## src/rtl/npu_pkg.sv

```systemverilog
// Shared NPU definitions: drain FSM encoding and default widths.
package npu_pkg;
  localparam int ADDR_W_DEF = 16;
  localparam int DATA_W_DEF = 32;

  typedef enum logic [1:0] {
    S_IDLE  = 2'd0,
    S_RUN   = 2'd1,
    S_FLUSH = 2'd2,
    S_FIN   = 2'd3
  } drain_st_e;
endpackage

```

## src/rtl/drain_fifo.sv

```systemverilog
// Synchronous FIFO with occupancy count; depth must be a power of two >= 2.
module drain_fifo #(
  parameter int W  = 33,
  parameter int D  = 4,
  parameter int CW = $clog2(D) + 1
) (
  input  logic          i_clk,
  input  logic          i_resetn,
  input  logic          i_push,
  input  logic [W-1:0]  i_wdata,
  input  logic          i_pop,
  output logic [W-1:0]  o_rdata,
  output logic          o_empty,
  output logic          o_full,
  output logic [CW-1:0] o_count
);
  localparam int AW = $clog2(D);

  logic [W-1:0]  r_mem [D];
  logic [AW-1:0] r_wp, r_rp;
  logic [CW-1:0] r_cnt;
  logic          w_wr, w_rd;

  assign o_empty = (r_cnt == '0);
  assign o_full  = (r_cnt == CW'(D));
  assign o_count = r_cnt;
  assign o_rdata = r_mem[r_rp];
  assign w_wr    = i_push & ~o_full;
  assign w_rd    = i_pop & ~o_empty;

  always_ff @(posedge i_clk) begin
    if (w_wr) r_mem[r_wp] <= i_wdata;
  end

  always_ff @(posedge i_clk or negedge i_resetn) begin
    if (!i_resetn) begin
      r_wp  <= '0;
      r_rp  <= '0;
      r_cnt <= '0;
    end else begin
      if (w_wr) r_wp <= r_wp + AW'(1);
      if (w_rd) r_rp <= r_rp + AW'(1);
      case ({w_wr, w_rd})
        2'b10:   r_cnt <= r_cnt + CW'(1);
        2'b01:   r_cnt <= r_cnt - CW'(1);
        default: r_cnt <= r_cnt;
      endcase
    end
  end
endmodule

```

## src/rtl/out_mem_drain.sv

```systemverilog
// Output-memory readback: credit-gated B-port reads into a FIFO, streamed out with last.
// Optional DRAIN_CHECKSUM_EN adds o_checksum (sum of accepted beats).
module out_mem_drain
  import npu_pkg::*;
#(
  parameter int ADDR_W = ADDR_W_DEF,
  parameter int DATA_W = DATA_W_DEF,
  parameter int RD_LAT = 1,
  parameter int FIFO_D = 4
) (
  input  logic              i_clk,
  input  logic              i_resetn,
  input  logic              i_start,
  input  logic [ADDR_W-1:0] i_base_addr,
  input  logic [ADDR_W-1:0] i_num_words,
  output logic              o_busy,
  output logic              o_done,
  output logic              o_mem_enb,
  output logic              o_mem_web,
  output logic [ADDR_W-1:0] o_mem_addrb,
`ifdef DRAIN_CHECKSUM_EN
  output logic [DATA_W-1:0] o_checksum,
`endif
  input  logic [DATA_W-1:0] i_mem_doutb,
  output logic [DATA_W-1:0] o_m_tdata,
  output logic              o_m_tvalid,
  input  logic              i_m_tready,
  output logic              o_m_tlast
);
  localparam int CW  = ADDR_W + 1;
  localparam int FCW = $clog2(FIFO_D) + 1;
  localparam logic [FCW:0] L_FD = (FCW+1)'(FIFO_D);

  drain_st_e       r_state, w_nxt;
  logic [ADDR_W-1:0] r_rd_ptr;
  logic [CW-1:0]   r_num, r_issued, r_returned, r_accepted;
  logic [FCW-1:0]  r_inflight, w_fcount;
  logic [RD_LAT:1] r_vld_pipe;
  logic            r_done;
  logic            w_start_acc, w_credit, w_issue, w_ret, w_beat, w_last_in;
  logic            w_fempty, w_ffull;
  logic [DATA_W:0] w_head;

  assign w_start_acc = i_start & ~o_busy;
  // Reserve a FIFO slot for every read still in the latency pipe.
  assign w_credit    = ({1'b0, w_fcount} + {1'b0, r_inflight}) < L_FD;
  assign w_issue     = (r_state == S_RUN) && (r_issued != r_num) && w_credit;
  assign w_ret       = r_vld_pipe[RD_LAT];
  assign w_last_in   = (r_returned + CW'(1) == r_num);
  assign w_beat      = o_m_tvalid & i_m_tready;

  assign o_busy      = (r_state != S_IDLE) | r_done;
  assign o_done      = r_done;
  assign o_mem_enb   = w_issue;
  assign o_mem_web   = 1'b0;
  assign o_mem_addrb = r_rd_ptr;
  assign o_m_tvalid  = ~w_fempty;
  assign o_m_tdata   = w_head[DATA_W-1:0];
  assign o_m_tlast   = w_head[DATA_W] & ~w_fempty;

  drain_fifo #(.W(DATA_W + 1), .D(FIFO_D), .CW(FCW)) u_fifo (
    .i_clk    (i_clk),
    .i_resetn (i_resetn),
    .i_push   (w_ret),
    .i_wdata  ({w_last_in, i_mem_doutb}),
    .i_pop    (w_beat),
    .o_rdata  (w_head),
    .o_empty  (w_fempty),
    .o_full   (w_ffull),
    .o_count  (w_fcount)
  );

  always_comb begin
    w_nxt = r_state;
    case (r_state)
      S_IDLE:  if (w_start_acc) w_nxt = (i_num_words == '0) ? S_FIN : S_RUN;
      S_RUN:   if (w_issue && (r_issued + CW'(1) == r_num)) w_nxt = S_FLUSH;
      // The final accepted beat leaves the FIFO empty with nothing in flight.
      S_FLUSH: if (w_beat && (r_accepted + CW'(1) == r_num)) w_nxt = S_FIN;
      S_FIN:   w_nxt = S_IDLE;
      default: w_nxt = S_IDLE;
    endcase
  end

  always_ff @(posedge i_clk or negedge i_resetn) begin
    if (!i_resetn) begin
      r_state    <= S_IDLE;
      r_done     <= 1'b0;
      r_rd_ptr   <= '0;
      r_num      <= '0;
      r_issued   <= '0;
      r_returned <= '0;
      r_accepted <= '0;
      r_inflight <= '0;
      r_vld_pipe <= '0;
    end else begin
      r_state <= w_nxt;
      r_done  <= (r_state == S_FIN);
      if (w_start_acc) begin
        r_rd_ptr   <= i_base_addr;
        r_num      <= {1'b0, i_num_words};
        r_issued   <= '0;
        r_returned <= '0;
        r_accepted <= '0;
      end else begin
        if (w_issue) begin
          r_rd_ptr <= r_rd_ptr + ADDR_W'(1);
          r_issued <= r_issued + CW'(1);
        end
        if (w_ret)  r_returned <= r_returned + CW'(1);
        if (w_beat) r_accepted <= r_accepted + CW'(1);
      end
      case ({w_issue, w_ret})
        2'b10:   r_inflight <= r_inflight + FCW'(1);
        2'b01:   r_inflight <= r_inflight - FCW'(1);
        default: r_inflight <= r_inflight;
      endcase
      r_vld_pipe[1] <= w_issue;
      for (int i = 2; i <= RD_LAT; i++) r_vld_pipe[i] <= r_vld_pipe[i-1];
    end
  end

`ifdef DRAIN_CHECKSUM_EN
  logic [DATA_W-1:0] r_csum;
  always_ff @(posedge i_clk or negedge i_resetn) begin
    if (!i_resetn)        r_csum <= '0;
    else if (w_start_acc) r_csum <= '0;
    else if (w_beat)      r_csum <= r_csum + o_m_tdata;
  end
  assign o_checksum = r_csum;
`else
  // No checksum datapath in this build.
`endif

  a_push_not_full: assert property (@(posedge i_clk) disable iff (!i_resetn) w_ret |-> !w_ffull);
endmodule
```

## config.mk

```make
export PLATFORM = sky130hd
export DESIGN_NAME = out_mem_drain
export DESIGN_NICKNAME = d
export VERILOG_FILES = /design/src/rtl/npu_pkg.sv /design/src/rtl/drain_fifo.sv /design/src/rtl/out_mem_drain.sv
export SDC_FILE = /design/constraint.sdc
export NUM_CORES = 1
export LEC_CHECK = 0
export ABC_AREA = 1
export BUFFER_PORTS_ARGS = -buffer_cell sky130_fd_sc_hd__buf_2
export CAP_MARGIN = 20
export CORE_ASPECT_RATIO = 1.2
export CORE_MARGIN = 1
export CORE_UTILIZATION = 58
export CTS_BUF_LIST = sky130_fd_sc_hd__clkbuf_2
export DETAILED_ROUTE_END_ITERATION = 10
export GPL_TIMING_DRIVEN = 0
export PLACE_DENSITY_LB_ADDON = 0.2
export SYNTH_ARGS = -nofsm -noshare
export SYNTH_HDL_FRONTEND = slang
export SYNTH_HIERARCHICAL = 1
export SYNTH_SLANG_ARGS = --single-unit
```

## constraint.sdc

```tcl
create_clock -name i_clk -period 3.3 [get_ports i_clk]
set_clock_uncertainty 0.15 [all_clocks]
set_input_delay 0.165 -clock i_clk [delete_from_list [all_inputs] [get_ports i_clk]]
set_output_delay 0.165 -clock i_clk [all_outputs]
set_load 0.03 [all_outputs]
```

==> results_dict.tcl <==
set metrics [dict create \
    cp_max_fo 11 \
    nFillCells 1364 \
    peakVddDrop_uv 486 \
    dieHeight_um 159 \
    dpl_cell_area_mm2 0.0129 \
    remaining_drc_errors 0 \
    core_mm2 0.0198 \
    clock-sinks 229 \
    hold_path_class "primary input to async pin" \
    hold_slack_ns 0.213 \
    relSlewSlack_pct 58.9 \
    grt_max_degree 66 \
    drive_gt1_share_pct 19.0 \
    syn_inst 1289 \
    clock_latency_ns 0.85 \
    outcome "finished, final reports clean" \
    path_class "flop to output pin" \
    drt-pass1-iter-count 5 \
    wire_per_inst_um 16.8 \
    cts.repair.resized 0 \
    regToRegStartpoint "r_state[0]" \
    place_congestion 0.928 \
    yosysWarnings 6 \
    post-route-period-util_pct 89.7 \
    gr-usage-all-layers_pct 31.2 \
    register_area_mm2 0.00639 \
    finalPower_mw 10.9 \
    setup_ws_ns 0.341 \
    post_cts_buffers 0 \
    io_pins 122 \
    clk_pin_slew_worst_paths_ns 0.11 \
    clockRootBuffer "clkbuf_2" \
    via_per_inst 5.44 \
    grt.overflow.total 0 \
    areaGrowthSynthToFinish_pct 24.6 \
    p_leak_nw 6.64 \
    worst_pin_slew_ns 0.617 \
    required_ns 2.98 \
    dieWidth_um 133 \
    design_area_mm2 0.0148 \
    setup_violations 0 \
    htreeDepth 2 \
    maxCapViolCount 0 \
    placementRows 56 \
    ant_nets 0 \
    cts_tree "yes" \
    period_needed_ns 2.96 \
    grt_pass1_vias 10400 \
    power.density_mw_per_mm2 741 \
    vias 10400 \
    utilization_pct 74.8 \
    timing.fmax_ghz 0.338 \
    grt_pass1_wl_um 50800 \
    synthesis.area_mm2 0.0119 \
    port_buffers 120 \
    maxSlewViolCount 0 \
    post-place-ws_ns 0.615 \
    cts_made_buffers 54 \
    r2r_end "r_num[5]" \
    startpoint_type "flop" \
    start_util_pct 60.0 \
    dieArea_mm2 0.0210 \
    clockBufferDepth 3 \
    wirelength_um 32100 \
    antenna_found_initial 2 \
    avgSynthCellArea_um2 9.20 \
    timing.final.hold_violations 0 \
    dp_hpwl_um 20200 \
    endpoint_kind "output pin" \
    r2r_slack_ns 0.43 \
    cts_hold_buffers 133 \
    rsz0062_at_grt "no" \
    syn_nets 1375 \
    cp_data_arrival_time_ns 2.64 \
    r2r_cells 7 \
    fin_nets 1689 \
    first_iter_violations 802 \
    multi_input_area_mm2 0.00453 \
]
## critical path, stage by stage, from the launching register on
cell and delay (ns):
dfrtp_1 0.43, ha_1 0.28, nand3_1 0.06, nand3b_1 0.07, nor3_1 0.33, nand2_4 0.18, inv_4 0.20, buf_2 0.23
## power by group
part	internal, mW	leakage [nW]	switching [mW]
combinational	1.68	3.81	3.47
clock	0.679	0.378	1.14
sequential	3.48	2.45	0.486
total	5.84	6.64	5.10
## registers in the layout, indices dropped and copies added, names as in the netlist
register / cells
u_fifo/r_mem: 132
r_accepted: 17
r_issued: 17
r_returned: 17
o_mem_addrb: 16
r_num: 16
r_inflight: 3
u_fifo/o_count: 3
r_state: 2
u_fifo/r_rp: 2
u_fifo/r_wp: 2
o_done: 1
r_vld_pipe: 1
## worst max path at each step
stage | depth (start not counted) | slack (ns) | to | startpoint
floorplan | 4 | 0.64 | u_fifo/r_mem[0][0] | u_fifo/o_count[0]
global placement | 4 | -0.51 | u_fifo/r_mem[0][7] | u_fifo/o_count[1]
detailed placement | 6 | 0.61 | r_num[13] | r_state[0]
CTS | 7 | 0.28 | o_mem_enb | r_inflight[1]
global route | 7 | 0.14 | o_mem_enb | u_fifo/o_count[1]
finish | 7 | 0.34 | o_mem_enb | u_fifo/o_count[1]
## per-layer routing
metal | vias up | global-route usage [%] | routed length (µm)
li1 | 4960 | - | -
met1 | 4882 | 34.6 | 12000
met2 | 439 | 57.7 | 16600
met3 | 106 | 5.38 | 2090
met4 | 0 | 15.9 | 1370
met5 | - | 0 | 0
## layout make-up
class | count | share of cell area, %
timing repair buffer | 258 | 14.0
tap | 261 | 2.21
multi-input combinational | 831 | 30.7
buffer | 35 | 1.52
clock buffer | 84 | 2.85
sequential | 229 | 43.3
clock inverter | 15 | 0.449
antenna | 2 | 0.0339
inverter | 194 | 4.98
## placed cells by master, fill, tap and decap left out, types with 3 or more instances in the layout
master and n:
edfxtp_1 132, nand2_1 357, o211ai_1 36, clkinv_1 14, buf_4 6, xor2_1 32
nor2_4 9, ha_1 16, dfrtp_1 97, nor2_1 78, inv_2 8, nand4_1 19
o22ai_1 37, dlygate4sd3_1 132, buf_2 131, nor3_1 5, a21oi_1 15, clkbuf_1 9
o21ai_0 52, buf_16 3, nand2_2 4, inv_1 182, o21ai_1 4, buf_6 8
inv_4 3, nand3b_1 5, or2_2 3, buf_12 3, o211ai_2 34, xnor2_1 13
nand3_1 84, nor2_2 5, clkbuf_2 84
## metrics by stage
step           instances  TNS (ns)
2_1_floorplan       1289         0
3_3_place_gp        1670    -62.51
3_5_place_dp        1675         0
4_1_cts             1907         0
5_1_grt             1909         0
6_report            1909         0
Power figures use the tool's default switching activity.
